===== src/rtl/uart_pack.sv =====
// Shared definitions for the UART host-side FIFO controller.
package uart_pack;

   localparam int uart_width = 8;

   typedef enum logic [1:0] {
      TX_IDLE      = 2'd0,
      TX_START     = 2'd1,
      TX_WAIT_LOW  = 2'd2,
      TX_WAIT_HIGH = 2'd3
   } tx_state_t;

endpackage


===== src/rtl/uart_fifo.sv =====
// Synchronous first-word-fall-through FIFO. A push into a full FIFO is
// accepted when a pop happens in the same cycle, because that pop frees
// the slot being written.
module uart_fifo
   import uart_pack::*;
#(
   parameter int DEPTH = 8,
   parameter int width = uart_width
) (
   input  logic             clk_i,
   input  logic             rst_i,
   input  logic             push_i,
   input  logic [width-1:0] data_i,
   input  logic             pop_i,
   output logic [width-1:0] data_o,
   output logic             empty_o,
   output logic             full_o
);

   localparam int AW = $clog2(DEPTH);
   localparam logic [AW:0] FULL_CNT = (AW+1)'(DEPTH);

   logic [width-1:0] r_mem [DEPTH];
   logic [AW-1:0]    r_wr_ptr;
   logic [AW-1:0]    r_rd_ptr;
   logic [AW:0]      r_count;
   logic             w_push;
   logic             w_pop;

   assign w_pop   = pop_i & (r_count != '0);
   assign w_push  = push_i & ((r_count != FULL_CNT) | w_pop);
   assign data_o  = r_mem[r_rd_ptr];
   assign empty_o = (r_count == '0);
   assign full_o  = (r_count == FULL_CNT);

   // Storage write; contents need no reset since occupancy gates every read.
   always_ff @(posedge clk_i) begin
      if (w_push) begin
         r_mem[r_wr_ptr] <= data_i;
      end
   end

   // Pointers wrap naturally modulo DEPTH; count tracks occupancy.
   always_ff @(posedge clk_i) begin
      if (rst_i) begin
         r_wr_ptr <= '0;
         r_rd_ptr <= '0;
         r_count  <= '0;
      end else begin
         if (w_push) r_wr_ptr <= r_wr_ptr + AW'(1);
         if (w_pop)  r_rd_ptr <= r_rd_ptr + AW'(1);
         case ({w_push, w_pop})
            2'b10:   r_count <= r_count + (AW+1)'(1);
            2'b01:   r_count <= r_count - (AW+1)'(1);
            default: r_count <= r_count;
         endcase
      end
   end

endmodule


===== src/rtl/uart_fifo_ctrl.sv =====
// Host-side buffering around the UART: a TX FIFO drained by a start/ready
// handshake FSM, and an RX FIFO filled on rising edges of the receiver's
// byte-ready level, with a sticky overrun flag.
//
// state        | meaning
// TX_IDLE      | waiting for a queued byte and an idle transmitter
// TX_START     | one-cycle start pulse; byte already latched on tx_data_o
// TX_WAIT_LOW  | waiting for the transmitter to report busy
// TX_WAIT_HIGH | waiting for the transmitter to return to idle
module uart_fifo_ctrl
   import uart_pack::*;
#(
   parameter int DEPTH = 8
) (
   input  logic                  clk_i,
   input  logic                  rst_i,
   input  logic                  wr_valid_i,
   input  logic [uart_width-1:0] wr_data_i,
   output logic                  wr_ready_o,
   output logic                  rd_valid_o,
   output logic [uart_width-1:0] rd_data_o,
   input  logic                  rd_ready_i,
   output logic                  tx_start_o,
   output logic [uart_width-1:0] tx_data_o,
   input  logic                  tx_rdy_i,
   input  logic [uart_width-1:0] rx_data_i,
   input  logic                  rx_rdy_i,
   input  logic                  ovr_clr_i,
   output logic                  rx_overrun_o
);

   tx_state_t             r_tx_state;
   tx_state_t             w_tx_state_nxt;
   logic [uart_width-1:0] r_tx_data;
   logic                  r_rx_rdy_prev;
   logic                  r_rx_overrun;
   logic                  w_tx_full;
   logic                  w_tx_empty;
   logic [uart_width-1:0] w_tx_head;
   logic                  w_tx_push;
   logic                  w_tx_pop;
   logic                  w_rx_full;
   logic                  w_rx_empty;
   logic                  w_rx_capture;
   logic                  w_rd_pop;
   logic                  w_rx_drop;

   // Ready comes straight from registered occupancy, never from this cycle's pop.
   assign wr_ready_o = ~w_tx_full;
   assign w_tx_push  = wr_valid_i & ~w_tx_full;

   uart_fifo #(.DEPTH(DEPTH), .width(uart_width)) u_tx_fifo (
      .clk_i   (clk_i),
      .rst_i   (rst_i),
      .push_i  (w_tx_push),
      .data_i  (wr_data_i),
      .pop_i   (w_tx_pop),
      .data_o  (w_tx_head),
      .empty_o (w_tx_empty),
      .full_o  (w_tx_full)
   );

   // Next-state and head-pop decode for the transmit handshake.
   always_comb begin
      w_tx_state_nxt = r_tx_state;
      w_tx_pop       = 1'b0;
      case (r_tx_state)
         TX_IDLE: begin
            if (!w_tx_empty && tx_rdy_i) begin
               w_tx_state_nxt = TX_START;
               w_tx_pop       = 1'b1;
            end
         end
         TX_START:     w_tx_state_nxt = TX_WAIT_LOW;
         TX_WAIT_LOW:  if (!tx_rdy_i) w_tx_state_nxt = TX_WAIT_HIGH;
         TX_WAIT_HIGH: if (tx_rdy_i)  w_tx_state_nxt = TX_IDLE;
         default:      w_tx_state_nxt = TX_IDLE;
      endcase
   end

   // State register and transmit holding register, loaded as TX_START is entered.
   always_ff @(posedge clk_i) begin
      if (rst_i) begin
         r_tx_state <= TX_IDLE;
         r_tx_data  <= '0;
      end else begin
         r_tx_state <= w_tx_state_nxt;
         if (w_tx_pop) r_tx_data <= w_tx_head;
      end
   end

   assign tx_start_o = (r_tx_state == TX_START);
   assign tx_data_o  = r_tx_data;

   // A full RX FIFO still takes the byte when the host pops in the same cycle.
   assign w_rx_capture = rx_rdy_i & ~r_rx_rdy_prev;
   assign w_rd_pop     = rd_ready_i & ~w_rx_empty;
   assign w_rx_drop    = w_rx_capture & w_rx_full & ~w_rd_pop;
   assign rd_valid_o   = ~w_rx_empty;
   assign rx_overrun_o = r_rx_overrun;

   uart_fifo #(.DEPTH(DEPTH), .width(uart_width)) u_rx_fifo (
      .clk_i   (clk_i),
      .rst_i   (rst_i),
      .push_i  (w_rx_capture),
      .data_i  (rx_data_i),
      .pop_i   (rd_ready_i),
      .data_o  (rd_data_o),
      .empty_o (w_rx_empty),
      .full_o  (w_rx_full)
   );

   // Edge detect resets high so a level already present at release is ignored;
   // a fresh overrun wins over a clear in the same cycle.
   always_ff @(posedge clk_i) begin
      if (rst_i) begin
         r_rx_rdy_prev <= 1'b1;
         r_rx_overrun  <= 1'b0;
      end else begin
         r_rx_rdy_prev <= rx_rdy_i;
         if (w_rx_drop)      r_rx_overrun <= 1'b1;
         else if (ovr_clr_i) r_rx_overrun <= 1'b0;
      end
   end

endmodule


===== config.mk =====
export PLATFORM = sky130hd
export DESIGN_NAME = uart_fifo_ctrl
export DESIGN_NICKNAME = d
export VERILOG_FILES = /design/src/rtl/uart_pack.sv /design/src/rtl/uart_fifo.sv /design/src/rtl/uart_fifo_ctrl.sv
export SDC_FILE = /design/constraint.sdc
export NUM_CORES = 1
export LEC_CHECK = 0
export CAP_MARGIN = 0
export CORE_AREA = 3 3 141 143
export DETAILED_ROUTE_END_ITERATION = 10
export DIE_AREA = 0 0 144 146
export GPL_TIMING_DRIVEN = 0
export RECOVER_POWER = 50
export SLEW_MARGIN = 10
export SYNTH_ARGS = -nofsm -noshare
export SYNTH_HDL_FRONTEND = slang
export SYNTH_SLANG_ARGS = --single-unit

===== constraint.sdc =====
create_clock -name clk_i -period 4.55 [get_ports clk_i]
set_clock_uncertainty 0.1 [all_clocks]
set_input_delay 0.6825 -clock clk_i [delete_from_list [all_inputs] [get_ports clk_i]]
set_output_delay 0.6825 -clock clk_i [all_outputs]
set_load 0.03 [all_outputs]

==> results of run 1 <==
==> path summary, 6_finish.rpt <==
path,start,to,slack (ns)
setup / recovery,flop,rd_data_o[2],0.79
hold / removal,tx_data_o[5],tx_data_o[5],0.39
setup reg to reg,u_tx_fifo.r_count[3],u_tx_fifo.r_count[3],1.44
hold reg to reg,tx_data_o[5],tx_data_o[5],0.39
==> metrics by stage <==
step / setup WS [ns] / cell area, um^2 / power, mW / hold slack (ns) / instances
after floorplan: 1.76 / 6500 / 2.59 / 0.354 / 391
after global placement: 0.736 / 7200 / 2.88 / 0.366 / 666
after detailed placement: 1.05 / 7260 / 2.92 / 0.378 / 669
after CTS: 0.721 / 7920 / 4.52 / 0.395 / 701
after global routing: 0.660 / 7900 / 4.65 / 0.408 / 701
final: 0.788 / 7900 / 4.44 / 0.392 / 701
==> layout make-up <==
cell class                 instances  area (um^2)
fill                            1641        10800
sequential                       163         4540
multi-input combinational        196         1840
timing repair buffer              44          433
clock buffer                      17          425
tap                              234          293
clock inverter                    15          238
buffer                            18         82.6
inverter                          14         52.6
==> layer usage <==
layer	global-route usage (%)	up-vias	part of all wire, %	wire length [um]
met5	0	-	0	0
met4	3.91	0	0.96	124
met3	3.94	12	3.7	480
met2	21.8	70	52	6820
met1	16.3	1750	43	5560
li1	-	1629	-	-
==> power by group through the flow <==
stage / logic (mW) / registers (mW) / clock network, mW
after floorplan: 0.733 / 1.85 / 0
after global placement: 1.08 / 1.80 / 0
after detailed placement: 1.11 / 1.81 / 0
after CTS: 1.12 / 1.78 / 1.62
after global routing: 1.18 / 1.79 / 1.68
final: 1.07 / 1.78 / 1.59
==> state kept, by name, indices dropped and copies added, names as in the netlist, named ones only <==
name,flops
r_rx_rdy_prev,1
u_rx_fifo.r_count,4
u_rx_fifo.r_mem,64
u_rx_fifo.r_wr_ptr,3
u_tx_fifo.r_mem,64
u_tx_fifo.r_wr_ptr,3
u_rx_fifo.r_rd_ptr,3
u_tx_fifo.r_rd_ptr,3
tx_data_o,8
rx_overrun_o,1
u_tx_fifo.r_count,4
r_tx_state,2
==> worst max-delay path, stage by stage (launching register included) <==
cell and delay [ns]:
sky130_fd_sc_hd__dfxtp_1 0.30, sky130_fd_sc_hd__buf_1 0.36, sky130_fd_sc_hd__clkbuf_1 0.60, sky130_fd_sc_hd__mux4_2 0.41, sky130_fd_sc_hd__mux2_2 0.30, sky130_fd_sc_hd__clkdlybuf4s50_1 0.60
==> layout by cell type (no fill, tap or decap), types with 4 or more instances in the layout <==
master	count
sky130_fd_sc_hd__edfxtp_1	128
sky130_fd_sc_hd__nor2_1	44
sky130_fd_sc_hd__dfxtp_1	35
sky130_fd_sc_hd__mux4_2	32
sky130_fd_sc_hd__clkdlybuf4s50_1	24
sky130_fd_sc_hd__clkbuf_16	17
sky130_fd_sc_hd__dlygate4sd3_1	17
sky130_fd_sc_hd__ha_1	15
sky130_fd_sc_hd__inv_1	14
sky130_fd_sc_hd__a21oi_1	13
sky130_fd_sc_hd__nand2_1	10
sky130_fd_sc_hd__nand3_1	10
sky130_fd_sc_hd__clkbuf_1	9
sky130_fd_sc_hd__nor3_1	9
sky130_fd_sc_hd__mux2_2	8
sky130_fd_sc_hd__xor2_1	8
sky130_fd_sc_hd__o22ai_1	8
sky130_fd_sc_hd__bufinv_16	6
sky130_fd_sc_hd__or4_1	4
sky130_fd_sc_hd__buf_1	4
sky130_fd_sc_hd__nand2b_1	4
sky130_fd_sc_hd__nor3_2	4
sky130_fd_sc_hd__buf_4	4
==> cell families after synthesis <==
kind of cell	count (synthesis)
AOI/OAI and AO/OA	28
xor gates and xnor gates	11
adders and majority gates	17
buffers and inverters	32
DFF	163
muxes	43
and+or+nand+nor	97
==> flow_metrics.env, run 1 <==
export IMPL_fin_util_pct=42.3
export IMPL_final_min_period_over_clock_period_pct=82.7
export IMPL_layout_cells_sized_above_1_pct=19.5
export IMPL_cts_buffer_depth=2
export IMPL_post_synthesis_instance_total=391
export IMPL_port_buffer_count=41
export IMPL_critical_path_endpoint_type="output pin"
export IMPL_grt_remaining_overflow=0
export IMPL_nNetsFinal=494
export IMPL_synthesis_area_per_instance_um2=16.6
export IMPL_reg2regPathDepth=10
export IMPL_grt_pass1_wl_um=20400
export IMPL_floorplan_core_area_um2=18700
export IMPL_outcome="finished clean"
export IMPL_design_die_area_um2=21000
export IMPL_max_cap_violations=0
export IMPL_unrepaired_setup_endpoints_after_global_routing="no"
export IMPL_numClockSinks=163
export IMPL_power_density_nw_per_um2=562
export IMPL_gp_congestion=0.719
export IMPL_worstPathRequired_ns=3.77
export IMPL_synth_area_leaders="sky130_fd_sc_hd__edfxtp_1 59%, sky130_fd_sc_hd__mux4_2 11%, sky130_fd_sc_hd__dfxtp_1 11%, sky130_fd_sc_hd__ha_1 2.9%, sky130_fd_sc_hd__nor2_1 2.5%"
export IMPL_post_synth_edffs=128
export IMPL_synth_mux_area_fraction_pct=12.9
export IMPL_finalHoldViolations=0
export IMPL_synth_async_reset_ratio_pct=0
export IMPL_timing_worst_slew_pin_value_ns=0.913
export IMPL_vias_in_the_first_global_route=3607
export IMPL_combPwrFrac_pct=24.0
export IMPL_post_synth_num_cell_types=40
export IMPL_power_share_switching_pct=27.6
export IMPL_report_final_slew_viol_count=0
export IMPL_gr_usage_all_layers_pct=13.1
export IMPL_vias_per_cell=4.94
export IMPL_cts_clk_slew_worst_paths_ns=0.06
export IMPL_antenna_violations_before_repair=0
export IMPL_synth_top_cell_area_share_pct=59.1
export IMPL_timing_max_slew_rel_slack_pct=38.9
export IMPL_first_iter_violations=211
export IMPL_detail_route_antenna_nets=0
export IMPL_post_synth_fa_ha_maj_area_fraction_pct=3.50
export IMPL_netlist_top_cells_count="128 x sky130_fd_sc_hd__edfxtp_1, 44 x sky130_fd_sc_hd__nor2_1, 35 x sky130_fd_sc_hd__dfxtp_1"
export IMPL_pin_count_of_the_biggest_net_entering_global_routing=17
export IMPL_clock_insertion_delay_worst_skew_ns=0.42
export IMPL_yosys_most_used_dff="sky130_fd_sc_hd__edfxtp_1"
export IMPL_ys_warnings_count=0
export IMPL_die_x_um=144
export IMPL_totalNegativeSetupSlack_ns=0
export IMPL_timing_worst_setup_path_type="reg -> out"
export IMPL_synth_most_common_cell="sky130_fd_sc_hd__edfxtp_1"
export IMPL_syn_area_um2=6500
export IMPL_cts_tree="yes"
export IMPL_final_period_minus_worst_setup_slack_ns=3.76
export IMPL_via_count=3461
export IMPL_power_switching_mw=1.23
export IMPL_part_of_the_total_power_dissipated_in_sequential_elements_pct=40.1
export IMPL_synth_compound_area_share_pct=2.87
export IMPL_whs_path_depth=2
export IMPL_arrival_time_at_the_worst_endpoint_ns=2.98
export IMPL_n_antenna_cell=0
export IMPL_die_height_um=146
export IMPL_synth_xor_xnor_area_share_pct=1.48
export IMPL_post_cts_hold_buffer_count=0
export IMPL_start_kind="flop"
export IMPL_synth_ff_latch_count=163
export IMPL_tritoncts_num_buffers=17
export IMPL_design_portCount=43
export IMPL_path_max_fanout=10
export IMPL_dp_hpwl_um=8580
export IMPL_setup_violations_final=0
export IMPL_clockPowerShare_pct=35.9
export IMPL_htree_levels=4
export IMPL_synth_simple_gate_area_share_pct=7.16
export IMPL_area_growth_synth_to_final_pct=21.6
export IMPL_cellLeakagePower_nw=2.59
export IMPL_cts_resized_gates=0
export IMPL_drt_pre_antenna_iters=4
export IMPL_hold_crit_path_type="reg -> reg"
export IMPL_max_freq_mhz=266
export IMPL_postCtsSetupBuffers=0
export IMPL_synth_top_family_by_area="multiplexers"
export IMPL_power_internal_mw=3.22
export IMPL_root_buffer="sky130_fd_sc_hd__clkbuf_16"
export IMPL_starting_density_pct=34.7
export IMPL_totalWireLength_um=13000
export IMPL_row_count=50
export IMPL_yosys_area_top_type="sky130_fd_sc_hd__edfxtp_1"
export IMPL_drt_wirelength_per_cell_um=18.5
export IMPL_synth_nets=431
export IMPL_drc=0
export IMPL_irDropWorstVdd_mv=0.467
export IMPL_fraction_of_the_yosys_area_taken_by_sequential_cells_pct=69.9
Power figures use the tool's default switching activity.
==> inputs of run 2 (changes only) <==
==> constraint.sdc (replaced) <==
create_clock -name clk_i -period 3.7 [get_ports clk_i]
set_clock_uncertainty 0.1 [all_clocks]
set_input_delay 0.555 -clock clk_i [delete_from_list [all_inputs] [get_ports clk_i]]
set_output_delay 0.555 -clock clk_i [all_outputs]
set_load 0.03 [all_outputs]
==> flow_metrics.env, run 2 (synthesis gave the netlist of run 1 again) <==
export IMPL_timing_max_slew_rel_slack_pct=37.5
export IMPL_final_critical_path_setup_slack_ns=0.210
export IMPL_start_kind="flop"
export IMPL_totalNegativeSetupSlack_ns=0
export IMPL_met2_global_route_usage_pct=21.8
export IMPL_max_cap_violations=0
export IMPL_via_count=3460
export IMPL_max_freq_mhz=287
export IMPL_htree_levels=4
export IMPL_fin_util_pct=42.2
export IMPL_gp_congestion=0.719
export IMPL_groute_layer_met3_usage_pct=3.94
export IMPL_starting_density_pct=34.7
export IMPL_die_height_um=146
export IMPL_power_share_switching_pct=27.6
export IMPL_power_internal_mw=3.95
export IMPL_vias_in_the_first_global_route=3607
export IMPL_power_switching_mw=1.50
export IMPL_root_buffer="sky130_fd_sc_hd__clkbuf_16"
export IMPL_port_buffer_count=41
export IMPL_detail_route_antenna_nets=0
export IMPL_floorplan_core_area_um2=18700
export IMPL_antenna_violations_before_repair=0
export IMPL_grt_remaining_overflow=0
export IMPL_cellLeakagePower_nw=2.61
export IMPL_layout_cells_sized_above_1_pct=19.3
export IMPL_drt_wirelength_per_cell_um=18.5
export IMPL_met1_usage_pct=16.3
export IMPL_pin_count_of_the_biggest_net_entering_global_routing=17
export IMPL_row_count=50
export IMPL_hold_crit_path_type="reg -> reg"
export IMPL_drc=0
export IMPL_final_period_minus_worst_setup_slack_ns=3.49
export IMPL_timing_worst_setup_path_type="reg -> out"
export IMPL_grt_pass1_wl_um=20400
export IMPL_layer_carrying_the_most_global_route_usage="met2"
export IMPL_arrival_time_at_the_worst_endpoint_ns=2.84
export IMPL_drt_pre_antenna_iters=4
export IMPL_setup_violations_final=0
export IMPL_clockPowerShare_pct=35.9
export IMPL_dp_hpwl_um=8580
export IMPL_timing_worst_slew_pin_value_ns=0.930
export IMPL_nFillCells=1642
export IMPL_clock_insertion_delay_worst_skew_ns=0.42
export IMPL_cts_tree="yes"
export IMPL_n_antenna_cell=0
export IMPL_totalWireLength_um=13000
export IMPL_die_x_um=144
export IMPL_postCtsSetupBuffers=0
export IMPL_unrepaired_setup_endpoints_after_global_routing="no"
export IMPL_power_density_nw_per_um2=691
export IMPL_design_die_area_um2=21000
export IMPL_worst_setup_slack_post_dpl_ns=0.332
export IMPL_first_iter_violations=205
export IMPL_combPwrFrac_pct=23.9
export IMPL_multiInputGateArea_um2=1830
export IMPL_nNetsFinal=494
export IMPL_finalHoldViolations=0
export IMPL_numClockSinks=163
export IMPL_irDropWorstVdd_mv=0.576
export IMPL_design_portCount=43
export IMPL_layout_cells_most_common_list="128 x sky130_fd_sc_hd__edfxtp_1, 44 x sky130_fd_sc_hd__nor2_1, 35 x sky130_fd_sc_hd__dfxtp_1"
export IMPL_dpl_cell_area_um2=7260
export IMPL_cts_buffer_depth=2
export IMPL_area_growth_synth_to_final_pct=21.5
export IMPL_part_of_the_total_power_dissipated_in_sequential_elements_pct=40.1
export IMPL_tritoncts_num_buffers=17
export IMPL_gr_usage_all_layers_pct=13.1
export IMPL_layout_commonest_cell="sky130_fd_sc_hd__edfxtp_1"
export IMPL_critical_path_endpoint_type="output pin"
export IMPL_area_sequential_um2=4540
export IMPL_cts_clk_slew_worst_paths_ns=0.06
export IMPL_vias_per_cell=4.94
export IMPL_final_min_period_over_clock_period_pct=94.3
export IMPL_path_max_fanout=10
export IMPL_outcome="finished clean"
export IMPL_final_design_area_no_fill_um2=7900
export IMPL_report_final_slew_viol_count=0
export IMPL_worstPathRequired_ns=3.04
==> run 2: layout make-up <==
type	instances	area share, %
Timing Repair Buffer	44	5.48
Inverter	14	0.666
Tap cell	234	3.71
Clock buffer	17	5.39
Clock inverter	15	3.01
Sequential cell	163	57.6
Buffer	18	1.06
Multi-Input combinational cell	196	23.1
==> run 2: power by group through the flow <==
stage / registers (mW) / logic, mW / clock network [mW]
2_1_floorplan: 2.28 / 0.902 / 0
3_3_place_gp: 2.22 / 1.33 / 0
3_5_place_dp: 2.23 / 1.36 / 0
4_1_cts: 2.19 / 1.37 / 2.00
5_1_grt: 2.20 / 1.44 / 2.07
6_report: 2.19 / 1.30 / 1.96
==> run 2: metal layers <==
layer,part of all wire [%],up-vias
met5,0,-
met4,0.95,0
met3,3.9,12
met2,52,71
met1,43,1744
li1,-,1633
==> run 2: worst paths after layout <==
kind                                      startpoint              endpoint  slack [ns]  cells after the start
worst min-delay path                    tx_data_o[5]          tx_data_o[5]        0.39                      2
worst min register to register          tx_data_o[5]          tx_data_o[5]        0.39                      2
worst max-delay path                            flop          rd_data_o[2]        0.21                      5
worst max register to register  u_tx_fifo.r_count[3]  u_tx_fifo.r_count[3]        0.59                     10
==> run 2: critical path, stage by stage (launching register included) <==
cell and delay [ns]:
sky130_fd_sc_hd__dfxtp_1 0.30, sky130_fd_sc_hd__buf_2 0.25, sky130_fd_sc_hd__buf_2 0.41, sky130_fd_sc_hd__mux4_2 0.55, sky130_fd_sc_hd__mux2_2 0.30, sky130_fd_sc_hd__clkdlybuf4s50_1 0.60
==> run 2: what timing repair did <==
item,CTS,global route
endpoints found under the hold margin,0,0
resized for setup,1,0
hold buffers,0,0
endpoints found under the setup margin,1,0
==> run 2: through the flow <==
stage / instances / hold WS (ns) / power [mW]
after global routing: 701 / 0.405 / 5.71
final: 701 / 0.389 / 5.46
after detailed placement: 669 / 0.378 / 3.59
after floorplan: 391 / 0.354 / 3.18
after CTS: 701 / 0.395 / 5.56
after global placement: 666 / 0.366 / 3.55
==> edit (flow settings as in run 1) <==
Reset style: asynchronous (`rst_i`), changed in 3 clocked blocks. Comments in the files are not updated.
--- a/src/rtl/uart_fifo.sv
+++ b/src/rtl/uart_fifo.sv
@@ -41,7 +41,7 @@
    end
 
    // Pointers wrap naturally modulo DEPTH; count tracks occupancy.
-   always_ff @(posedge clk_i) begin
+   always_ff @(posedge clk_i or posedge rst_i) begin
       if (rst_i) begin
          r_wr_ptr <= '0;
          r_rd_ptr <= '0;
--- a/src/rtl/uart_fifo_ctrl.sv
+++ b/src/rtl/uart_fifo_ctrl.sv
@@ -79,7 +79,7 @@
    end
 
    // State register and transmit holding register, loaded as TX_START is entered.
-   always_ff @(posedge clk_i) begin
+   always_ff @(posedge clk_i or posedge rst_i) begin
       if (rst_i) begin
          r_tx_state <= TX_IDLE;
          r_tx_data  <= '0;
@@ -112,7 +112,7 @@
 
    // Edge detect resets high so a level already present at release is ignored;
    // a fresh overrun wins over a clear in the same cycle.
-   always_ff @(posedge clk_i) begin
+   always_ff @(posedge clk_i or posedge rst_i) begin
       if (rst_i) begin
          r_rx_rdy_prev <= 1'b1;
          r_rx_overrun  <= 1'b0;
Function: changed (a bounded check fails within 4 cycles, from zero or initial values and one cycle with rst_i high).
==> edit against run 1 <==
- area after synthesis increased by 3.1%
- design area is 1.5% higher
- setup slack improved by 83 ps
- power increased by 18%
- maximum frequency is 2.3% higher
- sequential cell count down 3
- hold slack got worse by 12 ps
- die area unchanged
- clock power fell by 12%
- first-iteration DRC count up 3.3%
- routed wire length increased by 1.8%
- via count is 2.0% higher
- non-clock buffer count shrank 3
==> edit: results <==
[outcome]
status = finished, final reports clean

[grt]
antenna_found_initial = 0
grt_pass1_wl_um = 21020
grt_pass1_vias = 3682
track_usage_pct = 13.55

[power_and_ir_drop]
power.share.switching_pct = 34.67
ir_drop_uv = 411.5
powerClk_mw = 1.40
p_leak_nw = 2.798

[final_layout]
buf_share_pct = 6.253
multi_input_cells = 200
n_all_inverters = 15
multi_input_area_um2 = 1941
nNonClkBuffers = 59
nets = 492
drive_gt1_share_pct = 21.67
register_area_um2 = 4646

[setup_path]
reg2reg_from = u_tx_fifo.r_count[0]
worstReg2RegEnd = u_tx_fifo.r_count[3]
rr_worst_depth = 8
r2r_setup_slack_ps = 1480

[place]
portBuffers = 41
dp_cells = 668
place_hpwl_um = 8541

[route]
viasPerCell = 5.044
routed_wl_um = 13210

[logic_synthesis]
synth_cell_types = 52
synth_compound_area_share_pct = 3.173
synth_cells = 390
synth_xor_area_share_pct = 1.307
syn-num-nets = 429
synth_area_leaders = edfxtp_1 (57%), dfrtp_1 (12%), mux4_2 (11%)
synthAdderAreaFrac_pct = 3.211
ys_seq_area_share_pct = 69.31
async_reset_ff_share_pct = 20.00
ys_seq_elements = 160
synthMuxAreaShare_pct = 14.26

[sta]
hold-worst-slack_ps = 380.3
max_slew_margin_pct = 7.278
-- edit: per-stage QoR --
| step | cell area [µm²] | setup WS (ps) |
|---|---|---|
| global route | 8024 | 709.8 |
| global placement | 7406 | 398.2 |
| floorplan | 6703 | 1845 |
| finish | 8024 | 870.6 |
| detailed placement | 7465 | 1272 |
| CTS | 8051 | 810.6 |
-- edit: per-layer routing --
layer	vias to the layer above	GRT usage [%]	part of all wire, %
met4	0	5.556	1.9
met3	16	3.352	4.6
met2	74	22.91	51
met1	1794	16.47	42
li1	1647	-	-
met5	-	0	0
-- edit: cell families after synthesis --
family,Yosys count
buffers and inverters,30
multiplexers,54
AND/OR/NAND/NOR,88
AO/OA/AOI/OAI,32
flip-flops,160
adder cells (fa/ha/maj),16
XOR/XNOR,10
-- edit: critical path, stage by stage, from the launching register on --
cell	delay, ps
dfrtp_1	350
clkbuf_2	270
buf_1	540
mux4_2	400
mux2_2	300
clkdlybuf4s50_1	600
